`src/rtl/guitar_input_conditioner.sv`:
```
// Guitar controller front end: synchronises and debounces fret/strum pins and turns
// each accepted strum into a single-cycle event carrying a fret snapshot.
module guitar_input_conditioner #(
    parameter int DEBOUNCE_CYCLES  = 500000,
    parameter int LOCKOUT_CYCLES   = 2500000,
    parameter bit STRUM_ACTIVE_LOW = 1'b0
) (
    input  logic       clk,
    input  logic       reset,
    input  logic [4:0] buttons_raw,
    input  logic       strum_raw,
    input  logic       pause,
    output logic [4:0] buttons_clean,
    output logic       strum_held,
    output logic       strum_pulse,
    output logic [4:0] strum_frets,
    output logic [7:0] strum_count
);

    localparam int DB_W = (DEBOUNCE_CYCLES > 2) ? $clog2(DEBOUNCE_CYCLES) : 1;
    localparam int LK_W = (LOCKOUT_CYCLES > 2) ? $clog2(LOCKOUT_CYCLES) : 1;
    localparam logic [DB_W-1:0] DB_LAST = DB_W'(DEBOUNCE_CYCLES - 1);
    localparam logic [LK_W-1:0] LK_LOAD = LK_W'(LOCKOUT_CYCLES - 1);

    localparam logic [0:0] IDLE    = 1'b0;
    localparam logic [0:0] LOCKOUT = 1'b1;

    logic [5:0]      sync_p0;
    logic [5:0]      sync_p1;
    logic [5:0]      level_p1;
    logic [5:0]      clean_p2;
    logic [DB_W-1:0] db_cnt_p2 [6];
    logic            held_prev_p3;
    logic            press_p2;
    logic [0:0]      state;
    logic [LK_W-1:0] lock_cnt;
    logic            vld_p3;
    logic [4:0]      frets_p3;
    logic [7:0]      count_p3;

    // Stage p0/p1: two-flop synchronisers, bit 5 is the strum pin
    always_ff @(posedge clk or posedge reset) begin
        if (reset) begin
            sync_p0 <= '0;
            sync_p1 <= '0;
        end else begin
            sync_p0 <= {strum_raw, buttons_raw};
            sync_p1 <= sync_p0;
        end
    end

    assign level_p1 = {sync_p1[5] ^ STRUM_ACTIVE_LOW, sync_p1[4:0]};

    // Stage p2: per-channel debounce, a flip needs DEBOUNCE_CYCLES mismatching samples in a row
    always_ff @(posedge clk or posedge reset) begin
        if (reset) begin
            clean_p2 <= '0;
            for (int i = 0; i < 6; i++) begin
                db_cnt_p2[i] <= '0;
            end
        end else begin
            for (int i = 0; i < 6; i++) begin
                if (level_p1[i] == clean_p2[i]) begin
                    db_cnt_p2[i] <= '0;
                end else if (db_cnt_p2[i] == DB_LAST) begin
                    clean_p2[i]  <= level_p1[i];
                    db_cnt_p2[i] <= '0;
                end else begin
                    db_cnt_p2[i] <= db_cnt_p2[i] + DB_W'(1);
                end
            end
        end
    end

    assign press_p2 = clean_p2[5] & ~held_prev_p3;

    // Stage p3: strum acceptance with lockout; the snapshot samples the same registered cycle as the press
    always_ff @(posedge clk or posedge reset) begin
        if (reset) begin
            held_prev_p3 <= 1'b0;
            state        <= IDLE;
            lock_cnt     <= '0;
            vld_p3       <= 1'b0;
            frets_p3     <= '0;
            count_p3     <= '0;
        end else begin
            held_prev_p3 <= clean_p2[5];
            vld_p3       <= 1'b0;
            case (state)
                IDLE: begin
                    if (press_p2 && !pause) begin
                        vld_p3   <= 1'b1;
                        frets_p3 <= clean_p2[4:0];
                        count_p3 <= count_p3 + 8'd1;
                        lock_cnt <= LK_LOAD;
                        state    <= LOCKOUT;
                    end
                end
                LOCKOUT: begin
                    if (lock_cnt == '0) begin
                        state <= IDLE;
                    end else begin
                        lock_cnt <= lock_cnt - LK_W'(1);
                    end
                end
                default: state <= IDLE;
            endcase
        end
    end

    assign buttons_clean = clean_p2[4:0];
    assign strum_held    = clean_p2[5];
    assign strum_pulse   = vld_p3;
    assign strum_frets   = frets_p3;
    assign strum_count   = count_p3;

endmodule

```
`config.mk`:
```
export PLATFORM = sky130hd
export DESIGN_NAME = guitar_input_conditioner
export DESIGN_NICKNAME = d
export VERILOG_FILES = /design/src/rtl/guitar_input_conditioner.sv
export SDC_FILE = /design/constraint.sdc
export NUM_CORES = 1
export LEC_CHECK = 0
export CAP_MARGIN = 10
export CORE_ASPECT_RATIO = 1.5
export CORE_UTILIZATION = 60
export CTS_BUF_LIST = sky130_fd_sc_hd__clkbuf_8
export DETAILED_ROUTE_END_ITERATION = 7
export PLACE_DENSITY = 0.78
export SYNTH_ARGS = -nofsm -noshare
export SYNTH_HDL_FRONTEND = slang
export SYNTH_SLANG_ARGS = --single-unit
export TNS_END_PERCENT = 10
```
`constraint.sdc`:
```
create_clock -name clk -period 15.8 [get_ports clk]
set_input_delay 3.16 -clock clk [delete_from_list [all_inputs] [get_ports clk]]
set_output_delay 3.16 -clock clk [all_outputs]
set_load 0.02 [all_outputs]
```
Yosys cells after proc, flatten, opt, wreduce, memory -nomap -nowiden

Cells that the tools add are included.

Input bits: 9
Bits in registers: 170

Equality and inequality tests: 14
Bitwise gates (word level): 9
Add/sub/neg operators: 8
Reductions and logical operators: 11
Multiplexer cells: 19

Operator list:

| operator                                            | count |
|---|---|
| 2-to-1 mux 19 bit                                   | 12 |
| adder 19 x 1 -> 19 bit (second input constant)      | 6 |
| equality test 19 bit (second input constant)        | 6 |
| 2-to-1 mux 22 bit                                   | 2 |
| one-hot mux 22 bit (2 select lines)                 | 1 |
| zero test 22 bit                                    | 1 |
| subtractor 22 x 1 -> 22 bit (second input constant) | 1 |
| AND reduction 2 bit                                 | 8 |
| adder 8 x 1 -> 8 bit (second input constant)        | 1 |
| inverter 1 bit                                      | 8 |
| equality test 1 bit                                 | 6 |
| != test 2 bit (second input constant)               | 2 |
| 2-to-1 mux 1 bit                                    | 3 |
| one-hot mux 1 bit (2 select lines)                  | 1 |
| AND 1 bit                                           | 1 |
| logical AND 1 bit                                   | 1 |
| zero test 1 bit                                     | 1 |

Longest topological paths before layout

Gate-level depths: netlist (run 1).

Depth after elaboration: 5
Gate-level depth with buffers: 8

Worst setup path after synthesis (run 1)

Ideal clock, no wire load.

Kind: in2reg
Start: in pause
End: reg frets_p3[3], in the netlist strum_frets[3]
Cell stages on the path: 7
Arrival time: 4267 ps
Slack: 11468 ps
Library setup time: 65 ps
Data required time: 15735 ps
Path buffers: 2
Cells stage by stage: nor2_1 -> nand3_1 -> inv_1 -> clkbuf_1 -> buf_1 -> nand2_1 -> nand2_1

Longest elaborated chain between the ends: 3

Ends and longest elaborated chain:

| what                          | line | source |
|---|---|---|
| start, declared               | 12   | `input logic pause,` |
| zero test 1 bit               | 91   | `if (press_p2 && !pause) begin` |
| logical AND 1 bit             | 91   |  |
| AND reduction 2 bit (no line) | n/a  |  |
| end signal, assigned          | 93   | `frets_p3 <= clean_p2[4:0];` |
| end, declared                 | 38   | `logic [4:0] frets_p3;` |

Every way passes these cells.
A chain may end at the register's enable or synchronous reset.

Final worst setup path (run 1)

Start: in pause
End: reg count_p3[7], in the netlist strum_count[7]

Longest elaborated chain between the ends: 3

Ends and longest elaborated chain:

| what                          | line | source |
|---|---|---|
| zero test 1 bit               | 91   |  |
| logical AND 1 bit             | 91   |  |
| AND reduction 2 bit (no line) | n/a  |  |
| end signal, assigned          | 94   | `count_p3 <= count_p3 + 8'd1;` |
| end, declared                 | 39   | `logic [7:0] count_p3;` |

Every way passes these cells.

==> out/summary.md, run 1 <==
The fraction of final layout cells with drive strength greater than 1 works out to 0.0630. The count of buffers added on input and output ports is 28. After routing the design area is 8980 um2. The critical-path maximum fanout is 32, and the compound-cell area share of the yosys netlist is 0.0674. Setup slack on the critical path of the routed design comes to 10.37 ns. Proportion of synthesized area in mux cells: 0.0255. Setup repair after global routing left no endpoint under its margin. After filler insertion, the fill cell instance count of the layout stands at 970. The tools report the capture point of the worst path as strum_count[7]$_DFFE_PP0P_.

The power per standard cell area came out at 88.6 nW/um2. The worst setup path is launched from a primary input. In this run the critical register-to-register path is launched from state$_DFF_PP0_. The net count after synthesis came out at 833.

For the peak supply drop, the log shows 0.0571 mV. The adder-cell area share of the yosys netlist was 0.0123; the clock buffer count from CTS was 17. The area share of the largest cell type after synthesis is 0.523. Entering global routing, the biggest net connects 113 pins. The category of the critical setup timing path was in2reg. For this design the static power due to leakage is 0.00366 uW.

Share of synthesized area occupied by flip-flops and latches: 0.523. Among the stages of the critical path, the cell type that occurs most often is sky130_fd_sc_hd__nor2_1. Averaged over all synthesized cells, the footprint is 9.97 um2. The tools report the number of library cell types mapped by synthesis as 48.

The logs give 0 for the count of antenna diodes in the layout and 0 ns for the final setup TNS. The run gives 0 as the number of remaining DRC errors. Setup slack on the worst reg-to-reg path comes out at 12.75 ns. The period utilization came out at 0.344. In the synthesized netlist, the cells that appear most often are sky130_fd_sc_hd__dfrtp_1, sky130_fd_sc_hd__nor2_1, sky130_fd_sc_hd__nand2_1. Before CTS, the worst setup slack after placement is 9.93 ns. The multi-input logic area came out at 3700 um2. Synthesis produced 816 cells. For this design, the sink count on the clock tree is 170.

Across all layers, the routed design uses 6138 vias. For the number of gates given a new drive strength after cts, the log shows 0. Most frequently used cell type in the post-synthesis netlist: sky130_fd_sc_hd__dfrtp_1. Among all flip-flop cells after synthesis, the most frequent one is sky130_fd_sc_hd__dfrtp_1.

The run gives 14000 um2 as the die area. The core region is 13100 um2. For the number of levels the H-tree was split into, the log shows 4. The wire length per cell after detailed routing was 15.3 um; the last weighted congestion value of the routability-driven placer was 0.857. The master of the slowest instance on the critical path was sky130_fd_sc_hd__inv_1. Between clock sinks in the finished design, the worst skew comes to 0.0122 ns. The run gives 0 as the number of pins exceeding their max-slew limit in the final report.

In the post-synthesis netlist, the biggest area contributors are sky130_fd_sc_hd__dfrtp_1, sky130_fd_sc_hd__nor2_1, sky130_fd_sc_hd__xor2_1, sky130_fd_sc_hd__xnor2_1, sky130_fd_sc_hd__nand2_1. Setup violations remaining at the end of the flow were counted as 0. Number of antenna violations at the first check in global routing: 0.

Together, buffers and inverters on the worst path number 2. Worst setup path startpoint: pause. The first routing iteration left 274 violations. The chip height came out at 145 um. The tools report the routed wire length as 15600 um. The tools report the via count of the first global-routing pass as 6140.

The number of setup buffers added after CTS is 0. The family with the most delay on the worst path was buffers and inverters. The routed via count divided by cell count is 6.04, and the fmax is 184 MHz. In this run, synthesis inferred 0 flip-flops with an integrated enable.

The tightest slew margin relative to the limit is 0.349, and the count of hold buffers inserted by post-cts repair is 0. After synthesis, the largest family of logic cells by area is simple AND/OR/NAND/NOR gates. The path class of the tightest hold or removal check is reg2reg. The register bit total from synthesis works out to 170. The number of rows in the core area came out at 51. Clock slew seen by the registers of the worst setup and hold paths: 0.08 ns. Summed over all nets, the half-perimeter wirelength after detailed placement is 10500 um.

29 I/O pins were placed. The delay of the slowest cell on the worst path was 0.97 ns; the post-synthesis instance area was 8130 um2. For the global-route usage over all layers, the log shows 0.241.

TritonCTS built the clock tree. For this run the aggregate overflow at the end of global routing stands at 0. The critical path depth works out to 7. The area growth from synthesis to layout is 10.4%.

The worst endpoint data arrival time came out at 5.80 ns. The utilization after layout is 0.686, and the xor/xnor share of the synthesized area is 0.0937. The logs give 4250 um2 for the footprint of the flip-flops and latches and 0 for the max capacitance violation total.

Die boundary width: 97.1 um. The cell sitting at the root of the clock tree is a sky130_fd_sc_hd__clkbuf_8. The synthesized design spends more area on one cell type than any other, namely sky130_fd_sc_hd__dfrtp_1.

The critical path goes through clkdlybuf4s50_1, nor2_1, nand3_1, inv_1, nand4_1, nor2_1, xor2_1. The shortest period the worst path allows is 5.43 ns. The number of cells on the worst reg-to-reg path is 6, and the worst endpoint required time is 16.17 ns.

At the pin with the least slew margin, the transition time is 0.976 ns. The final-report hold violation count was 0. The share of synthesized flip-flops with an asynchronous set or reset came out at 1.00. STA classifies the critical path endpoint as a flop. The tools report the post-route antenna net violation count as 0. The worst register-to-register path ends at strum_count[7]$_DFFE_PP0P_. The post-placement cell area came out at 8540 um2. The clock reaches the later pin of the worst-skew pair after 0.45 ns. The post-synthesis simple-gate area fraction was 0.255; the effective utilization at floorplan was 0.622. In this run the deepest clock path goes through 2 buffers. The pre-antenna-repair detailed-routing pass consisted of 5 iterations. The first global-routing pass estimated 27700 um of wire. For this run, the number of Yosys warnings is 0. Number of nets at the end of the flow: 861. The flow ran to the end, and the final reports show no timing, DRC or antenna violations.
[flip-flops by register name (all words and copies together) (netlist names)]
register      count
db_cnt_p2       114
strum_frets       5
strum_count       8
level_p1          6
held_prev_p3      1
clean_p2          6
lock_cnt         22
sync_p0           6
strum_pulse       1
state             1
[cells by family (layout without fill, tap and decap cells)]
group                    after synthesis  after routing
AND/OR/NAND/NOR                      397            397
flip-flops                           170            170
XOR/XNOR                              87             87
multiplexers                          20             20
adder cells (fa/ha/maj)                8              8
buffers and inverters                 45             86
AO/OA/AOI/OAI                         89             89
[layout by cell type, fill, tap and decap left out, types with 21 or more instances in the layout]
cell type,instances
sky130_fd_sc_hd__dfrtp_1,170
sky130_fd_sc_hd__nor2_1,113
sky130_fd_sc_hd__nand2_1,69
sky130_fd_sc_hd__nand3_1,47
sky130_fd_sc_hd__xor2_1,44
sky130_fd_sc_hd__xnor2_1,43
sky130_fd_sc_hd__nand4_1,34
sky130_fd_sc_hd__a21oi_1,34
sky130_fd_sc_hd__clkdlybuf4s50_1,28
sky130_fd_sc_hd__inv_1,23
sky130_fd_sc_hd__or3_1,23
sky130_fd_sc_hd__or4_1,23
sky130_fd_sc_hd__o21ai_0,21
sky130_fd_sc_hd__clkbuf_8,21
[metal layers]
layer,track usage,part of all wire,vias to the layer above
met5,0,0,-
met3,0.0353,0.026,30
li1,-,-,2955
met1,0.282,0.42,3053
met4,0.118,0.024,0
met2,0.435,0.53,100
[through the flow]
| step | total power [uW] | hold WS (ns) | cells |
|---|---|---|---|
| final | 795 | 0.351 | 1016 |
| after global routing | 823 | 0.360 | 1016 |
| after CTS | 803 | 0.353 | 1015 |
| after detailed placement | 478 | 0.335 | 983 |
| after global placement | 476 | 0.338 | 983 |
| after floorplan | 470 | 0.331 | 816 |
[final cells by class]
| class | instances | area share |
|---|---|---|
| multi-input cells | 601 | 0.412 |
| clock buffers | 21 | 0.0322 |
| inverters | 22 | 0.00975 |
| well taps | 159 | 0.0222 |
| repair buffers | 32 | 0.0346 |
| flip-flops and latches | 170 | 0.474 |
| clock inverters | 11 | 0.0160 |
[worst min path at each step]
| stage | cells after the start | slack, ns | end | startpoint |
|---|---|---|---|---|
| after CTS | 0 | 0.35 | level_p1[1]$_DFF_PP0_ | sync_p0[1]$_DFF_PP0_ |
| after floorplan | 0 | 0.33 | level_p1[0]$_DFF_PP0_ | sync_p0[0]$_DFF_PP0_ |
| final | 0 | 0.35 | level_p1[1]$_DFF_PP0_ | sync_p0[1]$_DFF_PP0_ |
| after detailed placement | 0 | 0.33 | level_p1[1]$_DFF_PP0_ | sync_p0[1]$_DFF_PP0_ |
| after global placement | 0 | 0.34 | level_p1[3]$_DFF_PP0_ | sync_p0[3]$_DFF_PP0_ |
| after global routing | 0 | 0.36 | level_p1[1]$_DFF_PP0_ | sync_p0[1]$_DFF_PP0_ |
[where the power goes]
part,internal [uW],switching [uW]
sequential,440,4.71
clock,173,154
combinational,6.71,16.9
total,620,176
No activity file was read; power rests on OpenSTA's default activity.
==> inputs of run 2 (changes only) <==
--- a/config.mk
+++ b/config.mk
@@ -7,7 +7,7 @@
 export LEC_CHECK = 0
 export CAP_MARGIN = 10
 export CORE_ASPECT_RATIO = 1.5
-export CORE_UTILIZATION = 60
+export CORE_UTILIZATION = 57
 export CTS_BUF_LIST = sky130_fd_sc_hd__clkbuf_8
 export DETAILED_ROUTE_END_ITERATION = 7
 export PLACE_DENSITY = 0.78
==> constraint.sdc (replaced) <==
create_clock -name clk -period 4.5 [get_ports clk]
set_input_delay 0.9 -clock clk [delete_from_list [all_inputs] [get_ports clk]]
set_output_delay 0.9 -clock clk [all_outputs]
set_load 0.02 [all_outputs]
==> run 2 against run 1 <==
Flip-flop and latch count is the same. Global-route usage shrank 1.2 points. Cell area increased by 0.86%. Hold slack improved by 0.0028 ns. Largest cell class unchanged.
==> out/summary.md, run 2 (synthesized netlist as in run 1, its figures left out) <==
The last weighted congestion value of the routability-driven placer came out at 0.811 (-5.3%). The run gives 1.58 ns (-4.22 ns) as the worst endpoint data arrival time. The routed via count divided by cell count works out to 5.86 (-3.0%). The worst register-to-register path begins at db_cnt_p2[71]$_DFF_PP0_. The tools report the count of hold buffers inserted by post-cts repair as 0 (unchanged). The number of I/O port buffers was 28 (unchanged). The run gives 0.168 mV (+190%) as the peak supply drop. Core box area: 14000 um2 (+7.0%). The leading cell type in the layout, fill and taps excluded is sky130_fd_sc_hd__dfrtp_1. The sum of met3 wire segment lengths after detailed routing was 361 um (-9.5%); the overflow left after global routing was 0 (unchanged).

The flip-flop count of the largest register after layout came out at 114 (unchanged). The worst hold path stage count was 0 (unchanged); the number of cells on the worst reg-to-reg path was 4 (-2). The maximum number of pins on one net before global-route repair was 95 (-16%); the count of antenna diodes in the layout was 0 (unchanged). The delay of the slowest cell on the worst path is 0.66 ns (-0.31 ns).

Register containing the most flip-flops in the final layout: db_cnt_p2. The tools report the worst hold slack as 0.354 ns (+0.00283 ns). The tools report the origin of the worst min-delay path as sync_p0[5]$_DFF_PP0_. First-pass GRT wire length: 27300 um (-1.3%). The worst clock skew came out at 0.0116 ns (-0.000540 ns). The worst setup path is captured at a primary output. The die boundary width was 99.5 um (+2.5%); the combined buffer and inverter count along the critical path was 1 (-1). TritonCTS built the clock tree. The run gives 2 (unchanged) as the maximum clock insertion buffer count. The worst setup path startpoint was clean_p2[2]$_DFFE_PP0P_. The tools report the leakage power as 0.00367 uW (+0.21%). In this design, the largest share of critical-path delay is due to buffers and inverters. The die area is 14800 um2 (+5.2%), and the final setup TNS is 0 ns (unchanged). The fraction of final layout cells with drive strength greater than 1 was 0.0674 (+0.00443).

The number of top-level pins was 29 (unchanged); the total number of vias was 6165 (+0.44%). The shortest period the worst path allows was 2.48 ns; the slew of the pin with the lowest slew margin was 0.861 ns (-0.115 ns). The period utilization was 0.551. The critical-path maximum fanout was 4 (-88%); the number of remaining DRC errors was 0 (unchanged). Via count of the first global-routing pass: 6123 (-0.28%). Clock slew seen by the registers of the worst setup and hold paths: 0.09 ns (about the same).

Signal routing reaches up to met4. The tools report the final setup violation count as 0 (unchanged). The critical path is of the reg2out type. The power per standard cell area came out at 310 nW/um2 (+250%). The run finished with clean final reports.

The logs give 258 (-5.8%) for the number of design-rule violations left by the first detailed-router iteration and 0 (unchanged) for the max capacitance violation total. The library cells used most frequently in the layout, excluding fill and tap cells, are sky130_fd_sc_hd__dfrtp_1, sky130_fd_sc_hd__nor2_1, sky130_fd_sc_hd__nand2_1. The tightest slew margin relative to the limit is 0.425 (+0.0761). For the number of nets at the end of the flow, the log shows 864 (+0.35%). The master of the slowest instance on the critical path is sky130_fd_sc_hd__clkdlybuf4s50_1.

The run gives 0.44 ns (about the same) as the clock latency reported for the late side of the worst-skew pair. The global-route usage over all layers was 0.229 (-0.0117); the clock buffer count from CTS was 17 (unchanged). For the routed wire length, the log shows 15500 um (-0.32%). The total length of routed met2 wires is 8420 um (+2.0%), and the HPWL reported at the end of detailed placement is 10600 um (+0.72%). The run gives 0 (unchanged) as the number of gates given a new drive strength after cts. The number of rows in the core area was 53 (+3.9%).

Worst min-delay path endpoint: level_p1[5]$_DFF_PP0_. Setup repair after global routing left no endpoint under its margin. STA classifies the critical path startpoint as a flop. The run gives 0 (unchanged) as the post-CTS setup buffer count. Traced cell by cell, the critical path runs through clkdlybuf4s50_1.

The wire length per cell after detailed routing works out to 14.8 um (-3.7%). The endpoint of the lowest-slack register-to-register path was db_cnt_p2[64]$_DFF_PP0_. The effective utilization at floorplan is 0.581 (-0.0405), and the post-route antenna net violation count is 0 (unchanged).

The chip height was 148 um (+2.6%); the number of antenna violations at the first check in global routing was 0 (unchanged). The run gives 2.05 ns (-10.70 ns) as the setup slack of the most critical reg-to-reg path. The routed length on met1 is 6460 um (-1.2%), and the number of search-and-repair iterations in the first detailed-routing pass is 4 (-1).

The type of the tightest min-delay check is reg2reg. Derived from the worst setup path, the maximum achievable clock frequency is 403 MHz. The logs give 0 (unchanged) for the final-report hold violation count and 3.60 ns (-12.57 ns) for the worst endpoint required time.

The number of levels the H-tree was split into was 4 (unchanged). The number of pins exceeding their max-slew limit in the final report is 0 (unchanged), and the relative area change from synthesis to final layout is 11.4%. The tree is rooted in a sky130_fd_sc_hd__clkbuf_8. Number of sinks handled by clock tree synthesis: 170 (unchanged).
run 2: cell type report:
class                           instances  area (um2)
Tap cell                              192         240
Clock inverter                         12         160
Clock buffer                           20         275
Fill cell                            1090        4930
Sequential cell                       170        4250
Multi-Input combinational cell        601        3700
Timing Repair Buffer                   35         345
Inverter                               22        86.3
run 2: routing by layer:
layer / GRT usage / vias to the layer above
li1: - / 2964
met1: 0.271 / 3072
met2: 0.412 / 104
met3: 0.0399 / 25
met4: 0.0919 / 0
met5: 0 / -
run 2: metrics by stage:
| stage | instance area [um2] | power [uW] | instances | worst slack, ns | utilization |
|---|---|---|---|---|---|
| after global placement | 8610 | 1670 | 1018 | 1.87 | 0.615 |
| after CTS | 9040 | 2830 | 1050 | 1.98 | 0.646 |
| final | 9060 | 2800 | 1052 | 2.02 | 0.647 |
| after global routing | 9060 | 2910 | 1052 | 1.87 | 0.647 |
| after floorplan | 8140 | 1650 | 816 | 1.43 | - |
| after detailed placement | 8610 | 1680 | 1018 | 1.77 | 0.615 |
run 2: worst max path at each step:
stage / endpoint / slack [ns] / cells past startpoint
after detailed placement: lock_cnt[3]$_DFFE_PP0P_ / 1.77 / 9
after global routing: lock_cnt[14]$_DFFE_PP0P_ / 1.87 / 6
after CTS: buttons_clean[4] / 1.98 / 1
after floorplan: clean_p2[0]$_DFFE_PP0P_ / 1.43 / 1
final: buttons_clean[2] / 2.02 / 1
after global placement: lock_cnt[3]$_DFFE_PP0P_ / 1.87 / 9
run 2: report_power, final:
group,switching (uW),leakage (uW),internal [uW]
Combinational,60.7,0.00118,25.6
Clock,557,0.000214,600
Sequential,16.4,0.00228,1540
==> inputs of run 3 (changes only) <==
--- a/config.mk
+++ b/config.mk
@@ -7,7 +7,7 @@
 export LEC_CHECK = 0
 export CAP_MARGIN = 10
 export CORE_ASPECT_RATIO = 1.5
-export CORE_UTILIZATION = 57
+export CORE_UTILIZATION = 60
 export CTS_BUF_LIST = sky130_fd_sc_hd__clkbuf_8
 export DETAILED_ROUTE_END_ITERATION = 7
 export PLACE_DENSITY = 0.78
==> constraint.sdc (replaced) <==
create_clock -name clk -period 2.5 [get_ports clk]
set_input_delay 0.5 -clock clk [delete_from_list [all_inputs] [get_ports clk]]
set_output_delay 0.5 -clock clk [all_outputs]
set_load 0.02 [all_outputs]
==> run 3 against run 2 <==
First-iteration DRC count decreased by 25%. Clock skew up 0.0016 ns. Via count grew 0.26%. Hold slack better by 0.0027 ns. Sequential share of layout area is 0.60 points lower. Global-route usage grew 1.4 points. Non-clock buffer count increased by 17. Register-to-register slack worse by 1.8 ns.
==> out/summary.md, run 3 (synthesized netlist as in run 1, its figures left out) <==
The clock buffer count from CTS was 17 (unchanged); the final setup TNS was 0 ns (unchanged). The maximum clock insertion buffer count was 2 (unchanged); the count of antenna diodes in the layout was 0 (unchanged). Compared with the post-synthesis result, the final layout area differs by 12.8%.

The maximum number of pins on one net before global-route repair is 40 (-58%), and the shortest period the worst path allows is 2.23 ns. The number of rows in the core area was 51 (-3.8%); the number of sinks handled by clock tree synthesis was 170 (unchanged). Clock tree synthesis selected as its root buffer the cell sky130_fd_sc_hd__clkbuf_8. The top cell types in the final layout, fill and taps aside, are sky130_fd_sc_hd__dfrtp_1, sky130_fd_sc_hd__nor2_1, sky130_fd_sc_hd__nand2_1. The global-route usage over all layers is 0.243 (+0.0137), and the number of cells on the worst reg-to-reg path is 4 (unchanged).

The number of levels the H-tree was split into is 4 (unchanged). TritonCTS built the clock tree. The number of gates given a new drive strength after cts was 0 (unchanged).

The worst endpoint data arrival time was 2.60 ns (+1.02 ns); the chip height was 145 um (-2.5%). The logs give 0 (unchanged) for the overflow left after global routing and 0.00378 uW (+3.1%) for the leakage power. The post-CTS setup buffer count was 0 (unchanged). Power per standard cell area: 548 nW/um2 (+77%). Setup repair after global routing left no endpoint under its margin.

The number of nets at the end of the flow is 881 (+2.0%). Type of destination of the critical path: a flop. The overall power after layout came out at 5020 uW (+79%). Utilization after layout: 0.701 (+0.0541).

Final-report hold violation count: 0 (unchanged). For the number of inserted filler cells in the final layout, the log shows 970 (-11%). The path class of the tightest hold or removal check is reg2reg. For the clock latency reported for the late side of the worst-skew pair, the log shows 0.45 ns (about the same). HPWL reported at the end of detailed placement: 11300 um (+6.2%). For the number of antenna violations at the first check in global routing, the log shows 0 (unchanged). The core box area came out at 13100 um2 (-6.5%). The leading cell type in the layout, fill and taps excluded is sky130_fd_sc_hd__dfrtp_1.

The run gives 0.27 ns (-1.78 ns) as the setup slack of the most critical reg-to-reg path. The period utilization works out to 0.891. The final setup violation count was 0 (unchanged); the max capacitance violation total was 0 (unchanged). The worst endpoint required time was 2.87 ns (-0.73 ns). The kind of start point of the critical path was a flop. The least setup slack across all paths after layout was 0.271 ns (-1.75 ns).

The fraction of final layout cells with drive strength greater than 1 was 0.0811 (+0.0137). The post-placement worst setup slack is 0.272 ns (-1.50 ns), and the fmax is 449 MHz. The run gives 0.0133 ns (+0.00162 ns) as the worst clock skew. The routed via count divided by cell count came out at 5.98 (+2.0%). The wire length per cell after detailed routing is 15.2 um (+3.4%), and the effective utilization at floorplan is 0.622 (+0.0405). The tools report the number of top-level pins as 29 (unchanged). The number of remaining DRC errors is 0 (unchanged), and the slew of the pin with the lowest slew margin is 0.643 ns (-0.218 ns). The die boundary width is 97.1 um (-2.5%), and the number of design-rule violations left by the first detailed-router iteration is 194 (-25%).

The post-route antenna net violation count is 0 (unchanged). The clock slew seen by the registers of the worst setup and hold paths came out at 0.08 ns (about the same). The routed wire length came out at 15800 um (+1.6%). The critical-path maximum fanout came out at 7 (+3).

The count of hold buffers inserted by post-cts repair is 0 (unchanged), and the via count of the first global-routing pass is 6412 (+4.7%). The number of I/O port buffers is 28 (unchanged), and the tightest slew margin relative to the limit is 0.567 (+0.142). The run gives 6181 (+0.26%) as the total number of vias. The logs give 0.868 (+7.0%) for the last weighted congestion value of the routability-driven placer and 5 (+1) for the number of search-and-repair iterations in the first detailed-routing pass. The first-pass GRT wire length was 27800 um (+1.9%); the worst hold slack was 0.357 ns (+0.00268 ns). The run finished with clean final reports.

The number of pins exceeding their max-slew limit in the final report was 0 (unchanged). The flip-flop count of the largest register after layout came out at 114 (unchanged). The tools report the die area as 14000 um2 (-4.9%).

The register containing the most flip-flops in the final layout was db_cnt_p2. For the peak supply drop, the log shows 0.288 mV (+72%). Worst hold path stage count: 0 (unchanged). The category of the critical setup timing path is reg2reg.
## run 3: layout make-up
| class | instances | area, um2 | area share |
|---|---|---|---|
| Clock inverter | 11 | 155 | 0.0169 |
| Multi-Input combinational cell | 601 | 3700 | 0.403 |
| Sequential cell | 170 | 4250 | 0.464 |
| Timing Repair Buffer | 52 | 523 | 0.0570 |
| Inverter | 22 | 86.3 | 0.00941 |
| Clock buffer | 19 | 262 | 0.0285 |
| Tap cell | 159 | 199 | 0.0217 |
## run 3: critical path: stages (launching register included)
cell,delay (ns)
sky130_fd_sc_hd__dfrtp_1,0.42
sky130_fd_sc_hd__or4_4,0.55
sky130_fd_sc_hd__or3b_1,0.53
sky130_fd_sc_hd__a2111oi_2,0.44
sky130_fd_sc_hd__mux2i_1,0.22
## run 3: power breakdown
group,internal [uW],switching (uW)
Combinational,62.3,113
Clock,1120,922
Sequential,2780,30.0
Total,3960,1060
## run 3: path summary, 6_finish.rpt
kind                                    startpoint                         end
min reg2reg                   sync_p0[1]$_DFF_PP0_       level_p1[1]$_DFF_PP0_
max                        lock_cnt[2]$_DFFE_PP0P_    lock_cnt[21]$_DFFE_PP0P_
max reg2reg                lock_cnt[2]$_DFFE_PP0P_    lock_cnt[21]$_DFFE_PP0P_
min in group asynchronous                    reset  strum_count[3]$_DFFE_PP0P_
max in group asynchronous                    reset     db_cnt_p2[28]$_DFF_PP0_
min                           sync_p0[1]$_DFF_PP0_       level_p1[1]$_DFF_PP0_
## run 3: metrics by stage
step	instance area, um2	cells
global placement	8760	1004
finish	9180	1034
global route	9180	1034
CTS	9180	1034
floorplan	8140	816
detailed placement	8760	1004
## run 3: layer usage
layer  wire length [um]  GRT usage  part of all wire  up-vias
met2               8320      0.441              0.53      112
met1               6640      0.277              0.42     3049
met4                371      0.103             0.024        0
met3                437     0.0532             0.028       30
li1                   -          -                 -     2990
met5                  0          0                 0        -
